==> src/rtl/multicycle_control.sv <==
// Multicycle MIPS-subset control unit: FETCH/DECODE/EXEC/MEM/WB/TRAP sequencer
// with an opcode capture register, a sticky illegal flag and a retired-instruction counter.
module multicycle_control (
    input  logic        clk,
    input  logic        reset,
    input  logic [5:0]  opcode_i,
    input  logic        mem_ready_i,
    output logic        pc_write_o,
    output logic [1:0]  pc_source_o,
    output logic        ir_write_o,
    output logic        mem_read_o,
    output logic        mem_write_o,
    output logic        i_or_d_o,
    output logic        reg_write_o,
    output logic        reg_dst_o,
    output logic        mem_to_reg_o,
    output logic        alu_src_a_o,
    output logic [1:0]  alu_src_b_o,
    output logic [2:0]  alu_op_o,
    output logic [2:0]  state_o,
    output logic        illegal_o,
    output logic [31:0] instr_count_o
);

    typedef enum logic [2:0] {
        S_FETCH  = 3'd0,
        S_DECODE = 3'd1,
        S_EXEC   = 3'd2,
        S_MEM    = 3'd3,
        S_WB     = 3'd4,
        S_TRAP   = 3'd5
    } state_t;

    localparam logic [5:0] OP_RTYPE = 6'b000000;
    localparam logic [5:0] OP_ADDI  = 6'b001000;
    localparam logic [5:0] OP_ORI   = 6'b001101;
    localparam logic [5:0] OP_LUI   = 6'b001111;
    localparam logic [5:0] OP_LW    = 6'b100011;
    localparam logic [5:0] OP_SW    = 6'b101011;
    localparam logic [5:0] OP_J     = 6'b000010;

    localparam logic [2:0] ALU_FUNCT = 3'b111;
    localparam logic [2:0] ALU_ADD   = 3'b100;
    localparam logic [2:0] ALU_OR    = 3'b101;
    localparam logic [2:0] ALU_LUI   = 3'b110;

    function automatic logic is_legal(input logic [5:0] op);
        case (op)
            OP_RTYPE, OP_ADDI, OP_ORI, OP_LUI, OP_LW, OP_SW, OP_J: is_legal = 1'b1;
            default:                                               is_legal = 1'b0;
        endcase
    endfunction

    state_t      state_q, state_d;
    logic [5:0]  opcode_q, opcode_d;
    logic        illegal_q, illegal_d;
    logic [31:0] instr_count_q, instr_count_d;

    logic        retire;
    logic        pc_write;
    logic [1:0]  pc_source;
    logic        ir_write;
    logic        mem_read;
    logic        mem_write;
    logic        i_or_d;
    logic        reg_write;
    logic        reg_dst;
    logic        mem_to_reg;
    logic        alu_src_a;
    logic [1:0]  alu_src_b;
    logic [2:0]  alu_op;

    always_ff @(posedge clk or negedge reset) begin
        if (!reset) begin
            state_q       <= S_FETCH;
            opcode_q      <= 6'b000000;
            illegal_q     <= 1'b0;
            instr_count_q <= 32'd0;
        end else begin
            state_q       <= state_d;
            opcode_q      <= opcode_d;
            illegal_q     <= illegal_d;
            instr_count_q <= instr_count_d;
        end
    end

    always_comb begin
        state_d    = state_q;
        opcode_d   = opcode_q;
        illegal_d  = illegal_q;
        retire     = 1'b0;
        pc_write   = 1'b0;
        pc_source  = 2'b00;
        ir_write   = 1'b0;
        mem_read   = 1'b0;
        mem_write  = 1'b0;
        i_or_d     = 1'b0;
        reg_write  = 1'b0;
        reg_dst    = 1'b0;
        mem_to_reg = 1'b0;
        alu_src_a  = 1'b0;
        alu_src_b  = 2'b00;
        alu_op     = ALU_ADD;

        case (state_q)
            S_FETCH: begin
                mem_read  = 1'b1;
                alu_src_b = 2'b01;
                if (mem_ready_i) begin
                    ir_write = 1'b1;
                    pc_write = 1'b1;
                    state_d  = S_DECODE;
                end
            end
            S_DECODE: begin
                // The capture register is not loaded yet, so J is resolved from the live opcode.
                opcode_d = opcode_i;
                if (opcode_i == OP_J) begin
                    pc_write  = 1'b1;
                    pc_source = 2'b10;
                    retire    = 1'b1;
                    state_d   = S_FETCH;
                end else if (is_legal(opcode_i)) begin
                    state_d = S_EXEC;
                end else begin
                    illegal_d = 1'b1;
                    state_d   = S_TRAP;
                end
            end
            S_EXEC: begin
                alu_src_a = 1'b1;
                state_d   = S_WB;
                case (opcode_q)
                    OP_RTYPE: begin
                        alu_src_b = 2'b00;
                        alu_op    = ALU_FUNCT;
                    end
                    OP_ADDI: alu_src_b = 2'b10;
                    OP_LW, OP_SW: begin
                        alu_src_b = 2'b10;
                        state_d   = S_MEM;
                    end
                    OP_ORI: begin
                        alu_src_b = 2'b11;
                        alu_op    = ALU_OR;
                    end
                    OP_LUI: begin
                        alu_src_b = 2'b10;
                        alu_op    = ALU_LUI;
                    end
                    default: state_d = S_FETCH;
                endcase
            end
            S_MEM: begin
                i_or_d    = 1'b1;
                mem_read  = (opcode_q == OP_LW);
                mem_write = (opcode_q == OP_SW);
                if (mem_ready_i) begin
                    if (opcode_q == OP_LW) begin
                        state_d = S_WB;
                    end else begin
                        retire  = (opcode_q == OP_SW);
                        state_d = S_FETCH;
                    end
                end
            end
            S_WB: begin
                reg_write  = 1'b1;
                reg_dst    = (opcode_q == OP_RTYPE);
                mem_to_reg = (opcode_q == OP_LW);
                retire     = 1'b1;
                state_d    = S_FETCH;
            end
            S_TRAP: state_d = S_TRAP;
            default: state_d = S_FETCH;
        endcase

        instr_count_d = retire ? instr_count_q + 32'd1 : instr_count_q;
    end

    // Strobes are forced low combinationally so an asserted reset silences them at once.
    assign pc_write_o    = pc_write  & reset;
    assign ir_write_o    = ir_write  & reset;
    assign mem_read_o    = mem_read  & reset;
    assign mem_write_o   = mem_write & reset;
    assign reg_write_o   = reg_write & reset;
    assign pc_source_o   = pc_source;
    assign i_or_d_o      = i_or_d;
    assign reg_dst_o     = reg_dst;
    assign mem_to_reg_o  = mem_to_reg;
    assign alu_src_a_o   = alu_src_a;
    assign alu_src_b_o   = alu_src_b;
    assign alu_op_o      = alu_op;
    assign state_o       = state_q;
    assign illegal_o     = illegal_q;
    assign instr_count_o = instr_count_q;

endmodule

==> config.mk <==
export PLATFORM = sky130hd
export DESIGN_NAME = multicycle_control
export DESIGN_NICKNAME = d
export VERILOG_FILES = /design/src/rtl/multicycle_control.sv
export SDC_FILE = /design/constraint.sdc
export NUM_CORES = 1
export LEC_CHECK = 0
export BUFFER_PORTS_ARGS = -buffer_cell sky130_fd_sc_hd__buf_2
export CELL_PAD_IN_SITES_DETAIL_PLACEMENT = 1
export CELL_PAD_IN_SITES_GLOBAL_PLACEMENT = 2
export CORE_ASPECT_RATIO = 0.75
export CORE_UTILIZATION = 23
export DETAILED_ROUTE_END_ITERATION = 16
export PLACE_DENSITY = 0.58
export SYNTH_ARGS = -nofsm -noshare
export SYNTH_HDL_FRONTEND = slang
export SYNTH_SLANG_ARGS = --single-unit
==> constraint.sdc <==
create_clock -name clk -period 3.35 [get_ports clk]
set_input_delay 0.67 -clock clk [delete_from_list [all_inputs] [get_ports clk]]
set_output_delay 0.67 -clock clk [all_outputs]
set_load 0.03 [all_outputs]
==> impl_metrics.py <==
metrics = {
    "status": {
        "status": "completed",
    },
    "cts": {
        "ctsResizeCount": 0,
        "cts_hold_buf": 0,
        "cts_tree": "built",
        "cts_buffers": 5,
        "clockBufferDepth": 2,
        "root_buffer": "clkbuf_16",
        "clk_latency_ns": 0.28,
        "cts_max_level": 2,
        "clk_pin_slew_ns": 0.06,
        "numClockSinks": 42,
        "cts_setup_buffers": 0,
    },
    "timing": {
        "final-setup-viol-count": 0,
        "fin_tns_setup_ns": 0,
        "worst_pin_slew_ns": 0.7896,
        "fmax_ghz": 0.3609,
        "report.final.hold_viol_count": 0,
        "relSlewSlack_pct": 46.69,
        "rsz0062_at_grt": "no",
        "period_share_pct": 82.72,
        "holdWs_ns": 0.2352,
        "period_minus_slack_ns": 2.771,
        "slew_violations": 0,
        "fin_worst_skew_ns": 0.007674,
        "finalWorstSetupSlack_ns": 0.5790,
    },
    "floorplanning": {
        "fp.dieW_um": 118.9,
        "die_area_sq_um": 10660,
        "rows": 31,
        "core-area_sq_um": 9813,
        "io_pins": 61,
        "die_y_um": 89.65,
        "start_util_pct": 24.01,
    },
    "yosys": {
        "yosysWarnings": 0,
        "synth_area_leaders": "dfrtp_1 45%, xor2_1 10%, nor4_2 4.2%, nor4b_2 2.5%, mux2_2 2.4%",
        "synth.avg_cell_area_sq_um": 10.86,
        "syn_nets": 227,
        "ys.flop_type": "dfrtp_1",
        "netlist-cell-type-count": 50,
        "yosysTopAreaCell": "dfrtp_1",
        "async_flop_share_pct": 100.0,
        "synth_top_area_share_pct": 44.61,
        "synthCells": 217,
        "netlist_area_sq_um": 2356,
        "synth_edf_count": 0,
        "ys_seq_area_share_pct": 44.61,
        "synth_seq_cells": 42,
    },
    "worst_setup_path": {
        "crit_family": "simple AND/OR/NAND/NOR gates",
        "max_stage_delay_ns": 0.55,
        "ff2ff_setup_slack_ns": 0.85,
        "r2r-start": "state_o[2]$_DFFE_PN0P_",
        "cp.depth": 5,
        "worst_setup_path_start_kind": "input port",
        "reg2regPathDepth": 6,
        "cp.arrival_ns": 2.10,
        "crit-reg2reg-capture": "instr_count_o[22]$_DFFE_PN0P_",
        "crit_end": "pc_write_o",
        "crit_path_end_kind": "output pin",
        "crit_start": "opcode_i[0]",
        "required_ns": 2.68,
        "critPathKind": "input port to output pin",
        "crit_top_cell": "buf_2",
        "slowest_stage": "or4b_4",
        "path_max_fanout": 4,
        "cp.buffers_inverters": 2,
        "cp_cell_sequence": "buf_2 -> or4b_4 -> nor4b_4 -> a21o_1 -> buf_2",
    },
    "global_routing": {
        "grt_pass1_wl_mm": 9.873,
        "track_usage_pct": 11.88,
        "grt_start_max_net_pins": 39,
        "grt_overflow": 0,
        "grt_pass1_vias": 1832,
        "antenna_found_initial": 0,
    },
    "power": {
        "p_leak_nw": 1.525,
        "p_sw_mw": 0.2208,
        "p_int_mw": 0.8091,
        "max-vdd-ir-drop_uv": 145.0,
        "p_comb_share_pct": 2.8,
        "p_per_area_nw_per_um2": 351.2,
        "switching_share_pct": 21.44,
        "power_frac_seq_pct": 49.2,
        "power.share.clock_pct": 47.9,
    },
    "final_layout": {
        "area_growth_pct": 24.48,
        "nNetsFinal": 285,
        "fin_cells": 408,
        "fillCellCount": 1133,
        "drive_gt1_share_pct": 34.42,
        "layout_commonest_cell": "buf_2",
        "n_antenna_cell": 0,
        "final_cell_mix": "58 x buf_2, 42 x dfrtp_1, 27 x xor2_1",
    },
    "routing": {
        "postRouteAntennaNets": 0,
        "vias": 1903,
        "wl_mm": 6.043,
        "avgViaCountPerCell": 4.664,
        "wl_per_cell_um": 14.81,
        "drtIter0Drc": 76,
        "drc": 0,
        "first_pass_iters": 4,
    },
    "place": {
        "preCtsSetupSlack_ns": 0.5505,
        "io_buffers": 58,
        "gp_congestion": 0.7286,
        "dp_cells": 400,
        "hpwl_mm": 4.556,
    },
    "min_path": {
        "min_path_type": "input port to asynchronous set/reset pin",
    },
    "job": {
        "drv_cap": 0,
    },
}
## sequential cells by signal, summed over array words and instances (netlist names)
register       cells
instr_count_o     32
state_o            3
illegal_o          1
opcode_q           6
## metrics by stage
stage	total power [mW]	utilization, %	instance area [sq um]
final	1.030	29.89	2933
after global routing	1.080	29.89	2933
after CTS	1.051	29.89	2933
after floorplan	0.5254	-	2356
after detailed placement	0.5473	28.34	2781
after global placement	0.5471	28.34	2781
## synth_stat cells, types with 3 or more instances
cell type / n
dfrtp_1: 42
xor2_1: 27
nand2_1: 15
nor3_1: 11
nor2_1: 10
nand3_1: 9
nor4_2: 8
and3_1: 6
inv_1: 6
o21ai_0: 6
a21oi_1: 5
mux2_2: 5
nand4_1: 4
nor4b_2: 4
xnor2_1: 4
and3b_1: 3
buf_2: 3
clkbuf_1: 3
nor3b_1: 3
nor4b_1: 3
or3_1: 3
## area by class of cell
cell class	instances	area, sq um	area share (%)
inverters	6	22.52	0.7679
well taps	132	165.2	5.631
repair buffers	61	312.8	10.67
flip-flops and latches	42	1051	35.84
clock buffers	6	138.9	4.735
clock inverters	2	12.51	0.4266
multi-input cells	159	1230	41.94
## how the worst min path moves through the flow
stage | startpoint | endpoint | cells after the start
finish | reset | illegal_o$_DFFE_PN0P_ | 1
global route | reset | opcode_q[3]$_DFFE_PN0P_ | 1
CTS | reset | opcode_q[3]$_DFFE_PN0P_ | 1
detailed placement | illegal_o$_DFFE_PN0P_ | illegal_o$_DFFE_PN0P_ | 2
global placement | illegal_o$_DFFE_PN0P_ | illegal_o$_DFFE_PN0P_ | 2
floorplan | reset | illegal_o$_DFFE_PN0P_ | 0
## cells by family after synthesis
family / count (synthesis) / share of synthesized area (%)
compound gates: 23 / 6.958
xor+xnor: 31 / 11.52
simple gates: 97 / 30.01
flops: 42 / 44.61
fa+ha+maj: 1 / 0.5310
buf+inv: 16 / 3.664
mux: 5 / 2.390
other cells: 2 / 0.3188
## routing by layer
layer	wire length [um]	part of all wire (%)	track usage (%)	vias to the layer above
met3	192	3.2	2.588	3
li1	-	-	-	898
met4	14	0.23	3.107	0
met2	2752	46	17.44	30
met1	3083	51	17.54	972
met5	0	0	0	-
## power by group through the flow
stage	logic, mW	registers, mW	clock network [mW]
final	0.0293	0.507	0.493
after global routing	0.0338	0.507	0.540
after CTS	0.0308	0.507	0.513
after detailed placement	0.0307	0.517	0
after global placement	0.0305	0.517	0
after floorplan	0.00872	0.517	0
## worst reg2reg max path, cell delays in order (launching register included)
cell	delay, ns
dfrtp_1	0.55
and3b_1	0.34
nor4b_1	0.53
a221oi_4	0.11
buf_4	0.30
nor4b_1	0.42
xor2_1	0.18
Note: power is estimated with default switching activity, not from simulation.
